<file path="src/rtl/mem_port_arbiter.sv">
// Shares one memory port between instruction fetch and data access.
// Data wins conflicts unless fetch has been starved STARVE times; reads are tracked back to their issuer.
module mem_port_arbiter #(
  parameter int RD_LAT = 1,
  parameter int STARVE = 4
) (
  input  logic        clk,
  input  logic        rst,
  input  logic        i_req,
  input  logic [31:0] i_addr,
  output logic        i_gnt,
  output logic        i_rvalid,
  output logic [31:0] i_rdata,
  input  logic        d_req,
  input  logic [3:0]  d_we,
  input  logic [31:0] d_addr,
  input  logic [31:0] d_wdata,
  output logic        d_gnt,
  output logic        d_rvalid,
  output logic [31:0] d_rdata,
  output logic [31:0] m_addr,
  output logic        m_re,
  output logic [3:0]  m_we,
  output logic [31:0] m_din,
  input  logic [31:0] m_dout,
  output logic        stall
);

  localparam logic [3:0] STARVE_MAX = 4'(STARVE);

  typedef enum logic {
    SRC_FETCH = 1'b0,
    SRC_DATA  = 1'b1
  } src_e;

  logic              [3:0] starve_cnt;
  logic                    fetch_prio;
  logic                    d_is_read;
  logic                    rd_issue;
  src_e                    rd_src;
  logic [RD_LAT-1:0]       trk_valid;
  src_e                    trk_src [RD_LAT];

  assign fetch_prio = (starve_cnt == STARVE_MAX);
  assign d_is_read  = (d_we == 4'b0000);

  // Reset gates every combinational output so a held request cannot leak through while rst is low.
  assign i_gnt = rst & i_req & (~d_req | fetch_prio);
  assign d_gnt = rst & d_req & ~(i_req & fetch_prio);
  assign stall = rst & ((i_req & ~i_gnt) | (d_req & ~d_gnt));

  always_comb begin
    // NOTE: every output gets a default first so no path leaves it unassigned, which would infer a latch.
    m_addr   = 32'h0;
    m_re     = 1'b0;
    m_we     = 4'b0000;
    m_din    = 32'h0;
    rd_issue = 1'b0;
    rd_src   = SRC_FETCH;
    if (i_gnt) begin
      m_addr   = i_addr;
      m_re     = 1'b1;
      rd_issue = 1'b1;
    end else if (d_gnt) begin
      m_addr = d_addr;
      rd_src = SRC_DATA;
      if (d_is_read) begin
        m_re     = 1'b1;
        rd_issue = 1'b1;
      end else begin
        m_we  = d_we;
        m_din = d_wdata;
      end
    end
  end

  // NOTE: sequential state uses non-blocking assignments so every register samples pre-edge values.
  always_ff @(posedge clk or negedge rst) begin
    if (!rst) begin
      starve_cnt <= 4'd0;
    end else if (i_gnt) begin
      starve_cnt <= 4'd0;
    end else if (i_req && (starve_cnt < STARVE_MAX)) begin
      starve_cnt <= starve_cnt + 4'd1;
    end
  end

  // Return tracker: stage 0 takes the read issued this cycle, the last stage lines up with m_dout.
  always_ff @(posedge clk or negedge rst) begin
    if (!rst) begin
      trk_valid <= '0;
      for (int k = 0; k < RD_LAT; k++) trk_src[k] <= SRC_FETCH;
    end else begin
      trk_valid[0] <= rd_issue;
      trk_src[0]   <= rd_src;
      for (int k = 1; k < RD_LAT; k++) begin
        trk_valid[k] <= trk_valid[k-1];
        trk_src[k]   <= trk_src[k-1];
      end
    end
  end

  assign i_rvalid = trk_valid[RD_LAT-1] & (trk_src[RD_LAT-1] == SRC_FETCH);
  assign d_rvalid = trk_valid[RD_LAT-1] & (trk_src[RD_LAT-1] == SRC_DATA);
  assign i_rdata  = m_dout;
  assign d_rdata  = m_dout;

endmodule

</file>
<file path="config.mk">
export PLATFORM = sky130hd
export DESIGN_NAME = mem_port_arbiter
export DESIGN_NICKNAME = d
export VERILOG_FILES = /design/src/rtl/mem_port_arbiter.sv
export SDC_FILE = /design/constraint.sdc
export NUM_CORES = 1
export LEC_CHECK = 0
export BUFFER_PORTS_ARGS = -buffer_cell sky130_fd_sc_hd__buf_4
export CORE_AREA = 5 5 104 106
export DETAILED_ROUTE_END_ITERATION = 16
export DIE_AREA = 0 0 109 111
export GPL_ROUTABILITY_DRIVEN = 0
export PLACE_DENSITY = 0.63
export SLEW_MARGIN = 20
export SYNTH_ARGS = -nofsm -noshare
export SYNTH_HDL_FRONTEND = slang
export SYNTH_SLANG_ARGS = --single-unit
</file>
<file path="constraint.sdc">
create_clock -name clk -period 4.7 [get_ports clk]
set_clock_uncertainty 0.1 [all_clocks]
set_input_delay 0.47 -clock clk [delete_from_list [all_inputs] [get_ports clk]]
set_output_delay 0.47 -clock clk [all_outputs]
set_load 0.02 [all_outputs]
</file>
==> results of run 1 <==
-- what timing repair did --
item / in CTS / in global routing
hold buffers: 1 / 0
setup buffers: 0 / 0
hold endpoints to repair: 6 / 0
resized for setup: 0 / 0
-- state kept, by name, indices dropped and copies added (netlist names) --
register,cells
starve_cnt,4
trk_src,1
trk_valid,1
-- area by class of cell --
class	instances	area share
inverters	2	0.00311
well taps	133	0.0690
repair buffers	180	0.561
clock buffers	3	0.0171
multi-input cells	91	0.287
flip-flops and latches	6	0.0623
-- Yosys cell counts (3+ instances only) --
master and instances:
buf_4 68, and2_1 37, a22o_1 32, dfrtp_1 6, clkbuf_2 3, nor2_1 3
-- logic make-up (layout without fill, tap and decap cells) --
kind of cell / after synthesis / count (layout)
buffers and inverters: 77 / 185
xor gates and xnor gates: 1 / 1
adders and majority gates: 2 / 2
AOI/OAI and AO/OA: 38 / 38
and+or+nand+nor: 49 / 49
DFF: 6 / 6
muxes: 1 / 1
-- metal layers --
metal | track usage | vias up | part of all wire
li1 | - | 746 | -
met1 | 0.0923 | 692 | 0.36
met2 | 0.160 | 90 | 0.54
met3 | 0.0285 | 13 | 0.094
met4 | 0.0177 | 0 | 0.0090
met5 | 0 | - | 0
-- metrics by stage --
step           utilization  total power [mW]  hold WS (ns)
3_3_place_gp         0.244             0.414         0.190
5_1_grt              0.249             0.526         0.500
3_5_place_dp         0.244             0.420         0.192
2_1_floorplan            -             0.331        0.0744
6_report             0.249             0.495         0.462
4_1_cts              0.249             0.500         0.474
-- power by group through the flow --
| stage | clock network (mW) | registers, mW | logic (mW) |
|---|---|---|---|
| detailed placement | 0 | 0.0837 | 0.336 |
| floorplan | 0 | 0.0779 | 0.253 |
| global route | 0.0823 | 0.0848 | 0.359 |
| CTS | 0.0776 | 0.0831 | 0.339 |
| global placement | 0 | 0.0816 | 0.332 |
| finish | 0.0768 | 0.0827 | 0.335 |
-- critical path, delay by kind of cell --
kind | cells | cell delay [ns]
AO/OA/AOI/OAI | 2 | 1.10
AND/OR/NAND/NOR | 1 | 0.13
buffers and inverters | 3 | 0.85
-- path summary, 6_finish.rpt --
| path | start | endpoint | slack (ns) | depth (start not counted) |
|---|---|---|---|---|
| setup / recovery | rst | m_addr[23] | 1.55 | 6 |
| hold / removal | starve_cnt[1]$_DFFE_PN0P_ | starve_cnt[1]$_DFFE_PN0P_ | 0.46 | 2 |
| setup reg to reg | starve_cnt[0]$_DFFE_PN0P_ | starve_cnt[1]$_DFFE_PN0P_ | 2.74 | 6 |
| hold reg to reg | starve_cnt[1]$_DFFE_PN0P_ | starve_cnt[1]$_DFFE_PN0P_ | 0.46 | 2 |
| max in group asynchronous | rst | starve_cnt[0]$_DFFE_PN0P_ | 3.85 | 2 |
| min in group asynchronous | rst | trk_valid$_DFF_PN0_ | 0.52 | 2 |
==> impl_results.md, run 1 <==
- Remaining DRCs: 0
- Actual slew at the worst max-slew pin: 1.02 ns
- Register area: 150 um2
- First-pass GRT wire length: 8510 um
- Worst rel slew slack: 0.322
- # fillers: 1,045
- Post-Layout Cell Count: 415
- Synth cell types: 24
- Gate Count Post-Synth: 174
- Clk slew on worst S/H paths: 0.03 ns
- Cell Rows: 36
- Final Hold Viols: 0
- Post-synthesis adder-cell area fraction: 0.0180
- CP required: 4.13 ns
- Synth Area in Compound Gates: 0.234
- Min Tclk post-route: 3.15 ns
- Placement Setup Slack: 2.11 ns
- Slowest stage delay, CP: 0.82 ns
- IO Pins: 274
- Commonest cells after routing, fill and taps aside: buf_4, and2_1, a22o_1
- Area of the multi-input gates: 692 um2
- Die Width: 109 um
- Fin Setup TNS: 0 ns
- CP dominant cell by count: buf_4
- Outcome: finished clean
- CTS Root Cell: clkbuf_8
- Final nets: 422
- Clock network power share: 0.155
- DP HPWL: 4940 um
- Total Routing Usage GR: 0.0858
- Clk_lat worst skew: 0.22 ns
- Ranking of synthesized cells by area: buf_4, a22o_1, and2_1
- Fin. max-slew vios: 0
- TritonCTS Buffers: 3
- Hold/Removal Path Class: reg2reg
- Number of flops mapped to enable cells by yosys: 0
- WP data arrival: 2.58 ns
- Synth Flop Type: dfrtp_1
- Yosys top cell by area: buf_4
- Peak supply drop: 234 uV
- IO Port Bufs: 177
- Logic gate share of total power: 0.678
- Vias in the first global route: 1,611
- Max_cap viols: 0
- Most common cell after layout, fill and taps aside: buf_4
- Seq pwr share: 0.167
- Syn_nets: 312
- Worst Setup End Kind: primary output
- Antenna violations before repair: 0
- Crit Path Category: in2out
- Vias per cell: 3.71
- Design area: 2410 um2
- Switching power: 203 uW
- Main combinational cell family by area after synthesis: buffers and inverters
- Via count: 1,541
- Avg Synthesized Cell Area: 7.97 um2
- CTS max path bufs: 2
- Synth Area in Simple Gates: 0.219
- Static Leakage: 1.30 nW
- Fmax: 0.318 GHz
- Mux share of post-synthesis cell area: 0.00721
- Clk sinks: 6
- CP Launch Type: primary input
- CORE AREA: 9680 um2
- Worst path slowest cell: a31oi_4
- Area share of xor/xnor cells in the synthesized design: 0.00631
- Initial DRT Pass Iterations: 4
- H-tree levels: 1
- Largest net degree at the start of global routing: 39
- Starting density of the core: 0.143
- Share of layout cells above drive strength 1: 0.660
- Synth Register Bits: 6
- Diodes inserted: 0
- Cell Pwr Density: 205 nW/um2
- Synth Cell Area: 1390 um2
- Seq/Total Area, Yosys: 0.108
- Post-synth top area share: 0.368
- Final worst path period share: 0.669
- Final WL: 5860 um
- Asr flop ratio synth: 1.00
- Detailed Route Iter0 Violations: 57
- Crit path max fanout: 38
- Die height: 111 um
- Layout overhead on the synthesized area: 73.8%
- CTS tree: built
- Routed len/inst: 14.1 um
- Final setup margin: 1.55 ns
- Sw Share: 0.410
- Total grt overflow: 0
- Die area: 12,100 um2
- Placed cell area: 2360 um2
- # setup viols final: 0
- Antenna Violating Nets Remaining: 0
- P_int: 292 uW
- Synth warn: 0
- Crit-path cells: dlygate4sd3_1 -> buf_4 -> nand2_1 -> a31oi_4 -> a22o_1 -> buf_4
- Unrepaired setup endpoints after global routing: false
- Placed cells: 411
Power figures use the tool's default switching activity.
==> inputs of run 2 (changes only) <==
--- a/config.mk
+++ b/config.mk
@@ -6,11 +6,11 @@
 export NUM_CORES = 1
 export LEC_CHECK = 0
 export BUFFER_PORTS_ARGS = -buffer_cell sky130_fd_sc_hd__buf_4
-export CORE_AREA = 5 5 104 106
+export CORE_AREA = 5 5 102 104
 export DETAILED_ROUTE_END_ITERATION = 16
-export DIE_AREA = 0 0 109 111
+export DIE_AREA = 0 0 107 109
 export GPL_ROUTABILITY_DRIVEN = 0
-export PLACE_DENSITY = 0.63
+export PLACE_DENSITY = 0.67
 export SLEW_MARGIN = 20
 export SYNTH_ARGS = -nofsm -noshare
 export SYNTH_HDL_FRONTEND = slang
==> constraint.sdc (replaced) <==
create_clock -name clk -period 2.73 [get_ports clk]
set_clock_uncertainty 0.1 [all_clocks]
set_input_delay 0.273 -clock clk [delete_from_list [all_inputs] [get_ports clk]]
set_output_delay 0.273 -clock clk [all_outputs]
set_load 0.02 [all_outputs]
==> run 2 against run 1 <==
  * Register-to-register slack got worse by 1.7 ns
  * Cell count fell by 4.3%
  * First-iteration DRC count rose by 5.3%
  * Count of clock-buffer cells in the layout did not move
  * Sequential share of layout area barely moved
  * Power rose by 75%
  * Via count rose by 1.8%
  * Design area rose by 0.16%
  * Die area fell by 3.6%
  * Global-route usage rose by 0.64 points
  * Critical path depth rose by 1
  * Routed wire length rose by 4.1%
  * Highest routed layer unchanged
==> impl_results.md, run 2 (synthesis results as in run 1) <==
- Via count: 1,568 (+1.8%)
- CP required: 2.36 ns (-1.77 ns)
- Hold Slack: 0.317 ns (-0.144 ns)
- Total grt overflow: 0 (unchanged)
- Layout overhead on the synthesized area: 74.0%
- Largest net degree at the start of global routing: 33 (-15%)
- Cts repair resizes: 0 (unchanged)
- DP HPWL: 5430 um (+10%)
- CTS Root Cell: clkbuf_8
- Diodes inserted: 0 (unchanged)
- Kind of cell adding the most delay to the critical path: buffers and inverters
- Max_cap viols: 0 (unchanged)
- CORE AREA: 9460 um2 (-2.3%)
- Register area: 150 um2 (unchanged)
- Bufs and invs on worst path: 4 (+1)
- Placed cell area: 2360 um2 (+0.16%)
- Crit path max fanout: 29 (-24%)
- Top reg by flops: starve_cnt
- Die area: 11,700 um2 (-3.6%)
- Routed len/inst: 15.4 um (+8.9%)
- Hold_buf cts: 1 (unchanged)
- IO Pins: 274 (unchanged)
- Area of the multi-input gates: 699 um2 (+1.1%)
- Starting density of the core: 0.147 (+0.00341)
- Cell Rows: 36 (unchanged)
- Share of layout cells above drive strength 1: 0.661 (+0.00120)
- Antenna Violating Nets Remaining: 0 (unchanged)
- Design area: 2410 um2 (+0.16%)
- Vias in the first global route: 1,578 (-2.0%)
- Initial DRT Pass Iterations: 4 (unchanged)
- Worst path slowest cell: dlygate4sd3_1
- Total Routing Usage GR: 0.0922 (+0.00638)
- Final nets: 423 (+0.24%)
- Clk sinks: 6 (unchanged)
- CTS tree: built
- Detailed Route Iter0 Violations: 60 (+5.3%)
- Placed cells: 393 (-4.4%)
- Crit Path Category: in2out
- Max reg flops: 4 (unchanged)
- Final worst path period share: 0.917
- CP dominant cell by count: buf_4
- Min Tclk post-route: 2.50 ns
- Slowest stage delay, CP: 0.53 ns (-0.29 ns)
- First-pass GRT wire length: 8550 um (+0.41%)
- Hold/Removal Path Class: in2async
- Top Registers: starve_cnt (4), trk_src (1), trk_valid (1)
- IO Port Bufs: 177 (unchanged)
- Die height: 109 um (-1.8%)
- Worst rel slew slack: 0.692 (+0.370)
- Worst Setup End Kind: primary output
- Post-Layout Cell Count: 397 (-4.3%)
- Peak supply drop: 196 uV (-16%)
- Unrepaired setup endpoints after global routing: false
- Post-CTS setup buffer count: 0 (unchanged)
- Antenna violations before repair: 0 (unchanged)
- Commonest cells after routing, fill and taps aside: buf_4, and2_1, a22o_1
- Final WL: 6110 um (+4.1%)
- Static Leakage: 1.31 nW (+0.72%)
- Final Hold Viols: 0 (unchanged)
- TritonCTS Buffers: 3 (unchanged)
- Outcome: finished clean
- H-tree levels: 1 (unchanged)
- Remaining DRCs: 0 (unchanged)
- Vias per cell: 3.95 (+6.4%)
- Fin. max-slew vios: 0 (unchanged)
- Fmax: 0.399 GHz
- Fin Setup TNS: 0 ns (unchanged)
- CTS max path bufs: 2 (unchanged)
- Clk_lat worst skew: 0.22 ns (about the same)
- Actual slew at the worst max-slew pin: 0.458 ns (-0.559 ns)
- Crit-path cells: dlygate4sd3_1 -> buf_4 -> nand2_1 -> a31oi_4 -> buf_4 -> a22o_1 -> buf_4
- Cell Pwr Density: 358 nW/um2 (+74%)
- WP data arrival: 2.13 ns (-0.45 ns)
- CP Launch Type: primary input
- # setup viols final: 0 (unchanged)
- Most common cell after layout, fill and taps aside: buf_4
- Final Power: 864 uW (+75%)
- Clk slew on worst S/H paths: 0.04 ns (about the same)
- Die Width: 107 um (-1.8%)
- # fillers: 1,016 (-2.8%)
## run 2: changes by cell type in the layout (fill, tap and decap cells not counted)
cell / delta
a21oi_2: -1
a21oi_4: +1
buf_12: +1
## run 2: worst paths after layout
kind | startpoint | to | slack (ns) | cells after the start
worst max-delay path | rst | m_addr[12] | 0.23 | 7
worst min-delay path | rst | trk_valid$_DFF_PN0_ | 0.32 | 2
worst max register to register | starve_cnt[0]$_DFFE_PN0P_ | trk_valid$_DFF_PN0_ | 1.02 | 5
worst min register to register | starve_cnt[1]$_DFFE_PN0P_ | starve_cnt[1]$_DFFE_PN0P_ | 0.46 | 2
max in group asynchronous | rst | starve_cnt[1]$_DFFE_PN0P_ | 2.08 | 2
min in group clk | d_we[3] | trk_valid$_DFF_PN0_ | 0.33 | 3
## run 2: where the power goes
group / leakage [nW] / total, mW / switching (mW) / internal [mW]
registers: 0.0774 / 0.142 / 0.0283 / 0.114
logic: 1.21 / 0.590 / 0.289 / 0.301
clock network: 0.0216 / 0.132 / 0.0375 / 0.0947
## run 2: cell type report
cell class | count | share of cell area
clock buffers | 3 | 0.0171
inverters | 2 | 0.00311
multi-input cells | 91 | 0.290
flip-flops and latches | 6 | 0.0622
well taps | 114 | 0.0591
repair buffers | 181 | 0.569
## run 2: per-layer routing
layer  vias to the layer above  wire length, um  global-route usage
met3                        21              497              0.0332
met5                         -                0                   0
met4                         0              127              0.0283
li1                        745                -                   -
met1                       717             2420               0.116
met2                        85             3060               0.148
## run 2: stage by stage
step            util  worst slack [ns]
5_1_grt        0.255             0.123
3_5_place_dp   0.250             0.611
6_report       0.255             0.227
3_3_place_gp   0.250             0.690
2_1_floorplan      -             0.915
4_1_cts        0.255             0.216
